<file path="config.mk">
export PLATFORM = sky130hd
export DESIGN_NAME = stream_demux
export DESIGN_NICKNAME = d
export VERILOG_FILES = /design/src/rtl/stream_demux_pkg.sv /design/src/rtl/stream_demux_slot.sv /design/src/rtl/stream_demux.sv
export SDC_FILE = /design/constraint.sdc
export NUM_CORES = 1
export LEC_CHECK = 0
export ABC_AREA = 1
export BUFFER_PORTS_ARGS = -buffer_cell sky130_fd_sc_hd__buf_2
export CORE_MARGIN = 10
export CORE_UTILIZATION = 45
export CTS_BUF_LIST = sky130_fd_sc_hd__clkbuf_8
export DETAILED_ROUTE_END_ITERATION = 8
export GPL_TIMING_DRIVEN = 0
export PLACE_DENSITY = 0.76
export REMOVE_ABC_BUFFERS = 1
export SYNTH_ARGS = -nofsm -noshare
export SYNTH_HDL_FRONTEND = slang
export SYNTH_SLANG_ARGS = --single-unit
export TNS_END_PERCENT = 5
</file>
<file path="constraint.sdc">
create_clock -name clk -period 1.15 [get_ports clk]
set_input_delay 0.1725 -clock clk [delete_from_list [all_inputs] [get_ports clk]]
set_output_delay 0.1725 -clock clk [all_outputs]
set_load 0.005 [all_outputs]
</file>
<file path="src/rtl/stream_demux_pkg.sv">
// stream_demux shared helpers
// select range check and counter limits
package stream_demux_pkg;

  localparam int ERR_W_DEF = 8;
  localparam logic [ERR_W_DEF-1:0] ERR_MAX = '1;

  function automatic logic slot_index(
    input int unsigned sel,
    input int unsigned n
  );
    return sel < n;
  endfunction

endpackage

</file>
<file path="src/rtl/stream_demux_slot.sv">
// stream_demux one-entry channel register
// load wins over drain; data held on drain
module stream_demux_slot #(
  parameter int WIDTH = 8
) (
  input  logic             clk,
  input  logic             rst_n,
  input  logic             load,
  input  logic [WIDTH-1:0] data,
  input  logic             ready,
  output logic             valid,
  output logic [WIDTH-1:0] q
);

  logic drain;

  assign drain = valid && ready && !load;

  // hold one word until the consumer takes it
  always_ff @(posedge clk or negedge rst_n) begin
    if (!rst_n) begin
      valid <= 1'b0;
      q     <= '0;
    end else if (load) begin
      valid <= 1'b1;
      q     <= data;
    end else if (drain) begin
      valid <= 1'b0;
    end
  end

endmodule

</file>
<file path="src/rtl/stream_demux.sv">
// stream_demux: 1-to-N registered demux
// per-channel slots, bad-select drop counter
module stream_demux
  import stream_demux_pkg::*;
#(
  parameter int WIDTH = 8,
  parameter int N_OUT = 4,
  parameter int SEL_W = $clog2(N_OUT),
  parameter int ERR_W = ERR_W_DEF
) (
  input  logic                   clk,
  input  logic                   rst_n,
  input  logic                   in_valid,
  output logic                   in_ready,
  input  logic [WIDTH-1:0]       in_data,
  input  logic [SEL_W-1:0]       in_sel,
  output logic [N_OUT-1:0]       out_valid,
  input  logic [N_OUT-1:0]       out_ready,
  output logic [N_OUT*WIDTH-1:0] out_data,
  output logic [ERR_W-1:0]       err_cnt
);

  logic             sel_ok;
  logic             busy;
  logic             accept;
  logic [N_OUT-1:0] load;

  assign sel_ok = slot_index(32'(in_sel), N_OUT);

  // target slot full and not draining blocks input
  always_comb begin
    busy = 1'b0;
    for (int k = 0; k < N_OUT; k++) begin
      if (in_sel == SEL_W'(k)) begin
        busy = out_valid[k] && !out_ready[k];
      end
    end
  end

  assign in_ready = !busy;
  assign accept   = in_valid && in_ready;

  // one-hot load decode of the accepted word
  always_comb begin
    load = '0;
    for (int k = 0; k < N_OUT; k++) begin
      load[k] = accept && (in_sel == SEL_W'(k));
    end
  end

  for (genvar g = 0; g < N_OUT; g++) begin : g_slot
    stream_demux_slot #(
      .WIDTH(WIDTH)
    ) u_slot (
      .clk   (clk),
      .rst_n (rst_n),
      .load  (load[g]),
      .data  (in_data),
      .ready (out_ready[g]),
      .valid (out_valid[g]),
      .q     (out_data[g*WIDTH +: WIDTH])
    );
  end

  // count dropped words, saturating at all-ones
  always_ff @(posedge clk or negedge rst_n) begin
    if (!rst_n) begin
      err_cnt <= '0;
    end else if (accept && !sel_ok && err_cnt != '1) begin
      err_cnt <= err_cnt + ERR_W'(1);
    end
  end

endmodule
</file>
# Yosys cells after proc, flatten, opt, wreduce, memory -nomap -nowiden
# Cells that the tools add are included.
[word_totals] ff_bits=36 input_bits=17 word_cells=54
[classes] n_eq_ne=3 mux=12 reduce_logical=31
[op_table] op="logical AND 1 bit" n=17
[op_table] op="two-way mux 1 bit" n=12
[op_table] op="zero test 1 bit" n=9
[op_table] op="nonzero test 2 bit" n=4
[op_table] op="== test 2 bit (second input constant)" n=2
[op_table] op="== test 2 x 1 -> 1 bit (second input constant)" n=1
[op_table] op="zero test 2 bit" n=1

# Logic depth before layout (Yosys ltp)
# Gate-level depths: netlist of the first run.
[logic_depth] depth_word=13 mapped_depth=9 mapped_depth_nobuf=8

# Cells and area by module
# Synthesis of the first run repeated with hierarchy kept, for this count alone.
[hier_totals] hier_cells=187 hier_area_um2=1545.2
[modules_own_cells] mod="stream_demux_slot" instances=4 cells_per_inst=38 area_per_inst_um2=341.6 seq_area_each_um2=225.2
[modules_own_cells] mod="stream_demux" instances=1 cells_per_inst=35 area_per_inst_um2=178.9 seq_area_each_um2=0.0

# Worst setup path after synthesis of the first run
# No wires, ideal clock.
[synth_timing] kind="flip-flop to flip-flop" from="reg g_slot[0].u_slot.valid" to="reg g_slot[0].u_slot.q[0]" setup_time_ns=0.118 arrival_ns=1.037 t_required_ns=1.032 path_slack_ns=-0.005 path_stages_with_launch=9 n_path_buf=0 cell_sequence="dfrtp_1 -> inv_1 -> nor2_1 -> nand2_4 -> nand2_1 -> nor2_4 -> nand4_4 -> nand2_1 -> nand2_1"
[synth_via] elab_chain_len=8
[synth_rtl] item="start: declaration" line="stream_demux_slot.sv:11" rtl="output logic valid,"
[synth_rtl] item="start signal: assignment" line="stream_demux_slot.sv:22" rtl="valid <= 1'b0;"
[synth_rtl] item="start signal: assignment" line="stream_demux_slot.sv:25" rtl="valid <= 1'b1;"
[synth_rtl] item="start signal: assignment" line="stream_demux_slot.sv:28" rtl="valid <= 1'b0;"
[synth_rtl] item="logical AND 1 bit" line="stream_demux.sv:35" rtl="busy = out_valid[k] && !out_ready[k];"
[synth_rtl] item="two-way mux 1 bit (4 in series)" line="stream_demux.sv:34" rtl="if (in_sel == SEL_W'(k)) begin"
[synth_rtl] item="zero test 1 bit" line="stream_demux.sv:40" rtl="assign in_ready = !busy;"
[synth_rtl] item="logical AND 1 bit" line="stream_demux.sv:41" rtl="assign accept = in_valid && in_ready;"
[synth_rtl] item="logical AND 1 bit" line="stream_demux.sv:47" rtl="load[k] = accept && (in_sel == SEL_W'(k));"
[synth_rtl] item="end signal: assignment" line="stream_demux_slot.sv:26" rtl="q <= data;"
[synth_rtl] item="end: declaration" line="stream_demux_slot.sv:12" rtl="output logic [WIDTH-1:0] q"
# No other way between the ends.
# A chain may end at the register's enable or synchronous reset.

# Worst setup path in the final report of the first run
[layout_timing] from="reg g_slot[2].u_slot.valid" to="out in_ready"
[layout_via] elab_chain_len=4
[layout_rtl] item="start: declaration" line="stream_demux_slot.sv:11"
[layout_rtl] item="start signal: assignment" line="stream_demux_slot.sv:22"
[layout_rtl] item="start signal: assignment" line="stream_demux_slot.sv:25"
[layout_rtl] item="start signal: assignment" line="stream_demux_slot.sv:28"
[layout_rtl] item="logical AND 1 bit" line="stream_demux.sv:35"
[layout_rtl] item="two-way mux 1 bit (2 in series)" line="stream_demux.sv:34"
[layout_rtl] item="zero test 1 bit" line="stream_demux.sv:40"
[layout_rtl] item="end: declaration" line="stream_demux.sv:14" rtl="output logic in_ready,"
# No other way between the ends.

==> results of run 1 <==
-- flip-flops by register name (all words and copies together), names as in the netlist --
signal and count:
g_slot.u_slot.q 32, g_slot.u_slot.valid 4
-- power breakdown --
part           internal [W]  switching [W]
clock              0.000403       0.000428
sequential          0.00152       0.000127
combinational      0.000353       0.000469
-- path summary, 6_finish.rpt --
path	start	to	slack, ns	cells after the start
worst max-delay path	g_slot[2].u_slot.valid	in_ready	-0.24	6
worst min-delay path	rst_n	g_slot[2].u_slot.q[4]	-0.02	1
worst max register to register	g_slot[1].u_slot.valid	g_slot[1].u_slot.q[6]	-0.23	8
worst min register to register	g_slot[3].u_slot.q[7]	g_slot[3].u_slot.q[7]	0.47	2
max in group asynchronous	rst_n	g_slot[1].u_slot.q[7]	0.67	1
min in group clk	out_ready[1]	g_slot[1].u_slot.valid	0.09	2
-- layout make-up --
class,count,area [sq um],area share
timing repair buffer,56,300.3,0.1383
sequential,36,900.9,0.4150
multi-input combinational,136,784.5,0.3614
clock buffer,5,68.82,0.03170
tap,48,60.06,0.02767
clock inverter,2,8.758,0.004035
inverter,10,47.55,0.02190
-- layer usage --
layer	GRT usage	share of wire	vias to the layer above
li1	-	-	736
met1	0.1624	0.44	697
met2	0.1906	0.48	52
met3	0.04492	0.072	7
met4	0.03538	0.0091	0
met5	0	0	-
-- critical path: cells and delay by family (launching register included) --
family	cells	cell delay, ns
buffers and inverters	2	0.20
flip-flops	1	0.39
AND/OR/NAND/NOR	4	0.36
-- cell families after synthesis --
logic type             share of synthesized area
other                                   0.002084
AOI/OAI and AO/OA                       0.008342
buffers and inverters                     0.1217
DFF                                       0.5007
and+or+nand+nor                           0.3672
-- Yosys cell counts --
cell	number	share of area
nand2_4	1	0.0063
buf_4	13	0.054
buf_6	5	0.031
buf_2	2	0.0056
clkbuf_4	1	0.0042
clkinv_1	1	0.0021
nand4_2	1	0.0070
o21ai_0	3	0.0083
nand4_1	32	0.11
conb_1	1	0.0021
nand3_2	1	0.0056
dfrtp_1	36	0.50
inv_1	7	0.015
nand2_1	69	0.14
nor2_4	5	0.031
nand3b_1	1	0.0042
nor2_1	6	0.013
nand4_4	3	0.035
nand3_1	1	0.0028
inv_6	2	0.0097
nand2_2	2	0.0070
-- through the flow --
stage | utilization | worst slack [ns] | hold slack [ns] | cell area [sq um] | instances
after floorplan | - | -0.1640 | -0.1231 | 1654 | 179
after global placement | 0.5249 | -0.5081 | 0.2989 | 1979 | 280
after detailed placement | 0.5249 | -0.5145 | 0.3161 | 1979 | 280
after CTS | 0.5564 | -0.2548 | 0.008367 | 2098 | 290
after global routing | 0.5756 | -0.3117 | 0.03450 | 2171 | 293
final | 0.5756 | -0.2373 | -0.02139 | 2171 | 293
-- timing repair --
item | in CTS | in global routing
setup endpoints to repair | 37 | 37
pin swaps | 3 | 7
gates cloned | 1 | 2
setup buffers | 2 | 1
gates resized for setup | 4 | 7
hold endpoints to repair | 0 | 0
==> metrics.txt, run 1 <==
relative slew slack=0.4560; commonest non-fill, non-tap cell in the layout=nand2_1; clock sinks=36; wire length of the first global-routing pass=7355 um; vias=1492; Slew @ Worst Pin=slightly above 0.8 ns; vias per inst=just over 5; YS warnings=0; CP Data Arrival Time=1.21 ns; diodes inserted=0; # DRC=0; Tmin final=1.387 ns; Clock Path Buffers=2; total power=0.003297 W; Period Utilization, post-route=1.206; vias in the first global route=1491; status=finished with violations; Critical Path RT=between 0.9 and 1 ns; GRT Overall Usage=0.1254; total leakage power=~1.2 nW; num ports=62; CP max-delay cell=dfrtp_1; Syn-to-layout area delta=20.65%; H-tree level count=2; worst skew pair latency=0.28 ns; antenna viol nets, final=0; placed wire-length estimate=~3100 um; hold buffers post-CTS=0; Final nets=262; failing checks=hold timing, setup timing; Routed WL per cell=16.22 um; synthesized area=between 0.0015 and 0.002 sq mm; slowest stage delay, CP=between 0.3 and 0.4 ns; Root Buffer=clkbuf_8; total of fill cells in the finished design=~350; most frequent cells in the layout=nand2_1 (67), buf_2 (53), dfrtp_1 (36), nand4_1 (32), conb_1 (8); initial antenna violation count=0; die width=around 83 um; slack of the critical path=-0.2373 ns; crit path kind=reg -> out; startpoint types=register; share of cells above drive strength 1=0.3510; Fin Clk Skew=~0.0065 ns; CP Cell Sequence=inv_1 -> nor2_1 -> nand2_2 -> nand3_4 -> nor2_4 -> buf_2; total CTS buffers=5; maximum VDD drop=814.4 uV; syn_area_per_cell=between 9 and 10 sq um; clk slew on worst S/H paths=0.07 ns; Synth Instances=roughly 190; worst hold slack=-0.02139 ns; count of cell types in the netlist=21; I/O Buffers=53; Detailed Routing Iterations Pass 1=6; WL final=between 4000 and 5000 um; MaxCap Viol Count=0; Starting Density=0.4771; Placeable Area=approximately 0.0038 sq mm; final setup violation count=36; gpl congestion=0.7266; Die Height=~83 um; # rows=22; Final TNS setup=-6.893 ns; CP Capture Type=output pin; RSZ-0062 raised after global routing=yes; FMAX=roughly 700 MHz; CTS tree=done; largest net degree at the start of global routing=37; register area share after synthesis=0.5007; Slew Viols, Final=0; Hold Path Class=in -> async; largest fanout on the critical path=3; #FFs+latches synth=36; Pwr per Cell Area=1519 mW/mm^2; GR Overflow Total=0; die area=approximately 0.007 sq mm; initial DRC count=approximately 120; final hold vios=36
Power figures use the tool's default switching activity.
==> run 2: changes to the inputs <==
TNS_END_PERCENT = 10   (was 5)
==> run 2 against run 1 <==
  * The flow still finishes with violations (hold timing, setup timing)
  * Sequential cell count unchanged
  * Combinational power up 2%
  * Register-to-register slack barely moved
  * Largest cell class unchanged
  * Count of clock-buffer cells in the layout is the same
  * Cell area up 1.6%
  * Sequential power is essentially flat
  * Fmax fell by 0.41%
  * Final cell count is 1.0% higher
  * Critical endpoint unchanged
  * Largest power group unchanged
  * Core utilization up 0.93 points
  * Die area is the same
  * Clock power barely moved
==> metrics.txt, run 2 (same netlist as run 1, synthesis figures left out) <==
CTS tree=done; reg2reg end=g_slot[0].u_slot.q[7]; Critical Path RT=0.98 ns; worst hold slack=-0.02541 ns; maximum VDD drop=817.8 uV; RSZ-0062 raised after global routing=yes; Detailed Routing Iterations Pass 1=4; placed wire-length estimate=around 3100 um; die area=about 0.0069 sq mm; Placeable Area=around 0.0038 sq mm; I/O Buffers=53; clock sinks=36; WL final=4789 um; total leakage power=1.198 nW; Slew @ Worst Pin=a little over 0.8 ns; diodes inserted=0; Clock Path Buffers=2; MaxCap Viol Count=0; vias per inst=slightly above 5; Root Buffer=clkbuf_8; # DRC=0; Final nets=roughly 270; startpoint types=register; die width=between 80 and 90 um; Biggest register=g_slot.u_slot.q; share of cells above drive strength 1=0.3589; CP Capture Type=output pin; status=finished with violations; vias in the first global route=1488; GR Overflow Total=0; hold buffers post-CTS=0; FMAX=717.9 MHz; Die Height=about 83 um; slack of the critical path=-0.2429 ns; largest net degree at the start of global routing=37; wire length of the first global-routing pass=approximately 7400 um; clk slew on worst S/H paths=approximately 0.060 ns; Post-DP Area=between 0.0015 and 0.002 sq mm; Slew Viols, Final=0; initial DRC count=just over 100; final hold vios=36; Tmin final=1.393 ns; num ports=62; # rows=22; commonest non-fill, non-tap cell in the layout=nand2_1; total CTS buffers=5; most frequent cells in the layout=nand2_1 (67), buf_2 (53), dfrtp_1 (36), nand4_1 (32), conb_1 (8); Period Utilization, post-route=1.211; largest fanout on the critical path=3; H-tree level count=2; final core utilization=0.5849; Reg-to-Reg Start=g_slot[1].u_slot.valid; worst reg-to-reg path cell count=8; failing checks=hold timing, setup timing; largest registers=g_slot.u_slot.q (32), g_slot.u_slot.valid (4); Pwr per Cell Area=about 1500 mW/mm^2; final setup violation count=36; Routed WL per cell=~16 um; crit path kind=reg -> out; final instance area=0.002206 sq mm; vias=about 1.5k; Hold Path Class=in -> async; Syn-to-layout area delta=22.60%; gpl congestion=0.7266; worst skew pair latency=0.28 ns; initial antenna violation count=0; antenna viol nets, final=0; max FFs per register=32; Starting Density=0.4771; Fin Clk Skew=0.006859 ns; GRT Overall Usage=0.1254; relative slew slack=0.4488; total power=about 0.0033 W; setup slack, reg-to-reg=-0.24 ns; CP Data Arrival Time=1.22 ns
[run 2: changes by cell type in the layout (fill, tap and decap cells not counted)]
cell	delta
buf_12	+1
buf_4	+2
[run 2: layer usage]
metal,routed length (um),share of wire,track usage,vias up
met1,2078,0.43,0.1624,704
met3,357,0.075,0.04492,2
met5,0,0,0,-
met2,2340,0.49,0.1906,56
li1,-,-,-,742
met4,14,0.0029,0.03538,0
[run 2: per-stage QoR]
stage	std cells	TNS, ns	setup WS (ns)
after floorplan	179	-5.041	-0.1640
after global placement	280	-14.52	-0.5081
after detailed placement	280	-14.99	-0.5145
after CTS	290	-6.753	-0.2548
after global routing	296	-9.452	-0.3109
final	296	-6.814	-0.2429
[run 2: report_power, final]
part           internal [W]  switching (W)
combinational      0.000366       0.000473
clock              0.000403       0.000431
sequential          0.00152       0.000126
total               0.00229        0.00103
[run 2: worst max path at each step]
| stage | startpoint | to | slack, ns | cells past startpoint |
|---|---|---|---|---|
| after floorplan | g_slot[0].u_slot.valid | g_slot[3].u_slot.q[0] | -0.16 | 7 |
| after global placement | in_sel[1] | in_ready | -0.51 | 6 |
| after detailed placement | in_sel[0] | in_ready | -0.51 | 7 |
| after CTS | g_slot[2].u_slot.valid | in_ready | -0.25 | 6 |
| after global routing | g_slot[1].u_slot.valid | g_slot[1].u_slot.q[6] | -0.31 | 8 |
| final | g_slot[2].u_slot.valid | in_ready | -0.24 | 6 |
[run 2: repair_timing]
item	in CTS	in global routing
setup buffers	2	4
gates resized for setup	4	7
pin swaps	3	9
endpoints found under the setup margin	37	37
gates cloned	1	2
[run 2: final cells by class]
cell class              count  area (sq um)
fillers                   351          1565
flip-flops and latches     36         900.9
multi-input cells         136         784.5
repair buffers             59         335.3
clock buffers               5         68.82
well taps                  48         60.06
inverters                  10         47.55
clock inverters             2         8.758
[run 2: critical path: stages (launching register included)]
cell and delay [ns]:
dfrtp_1 0.39, inv_1 0.07, nor2_1 0.05, nand2_2 0.09, nand3_4 0.11, nor2_4 0.11, buf_2 0.13
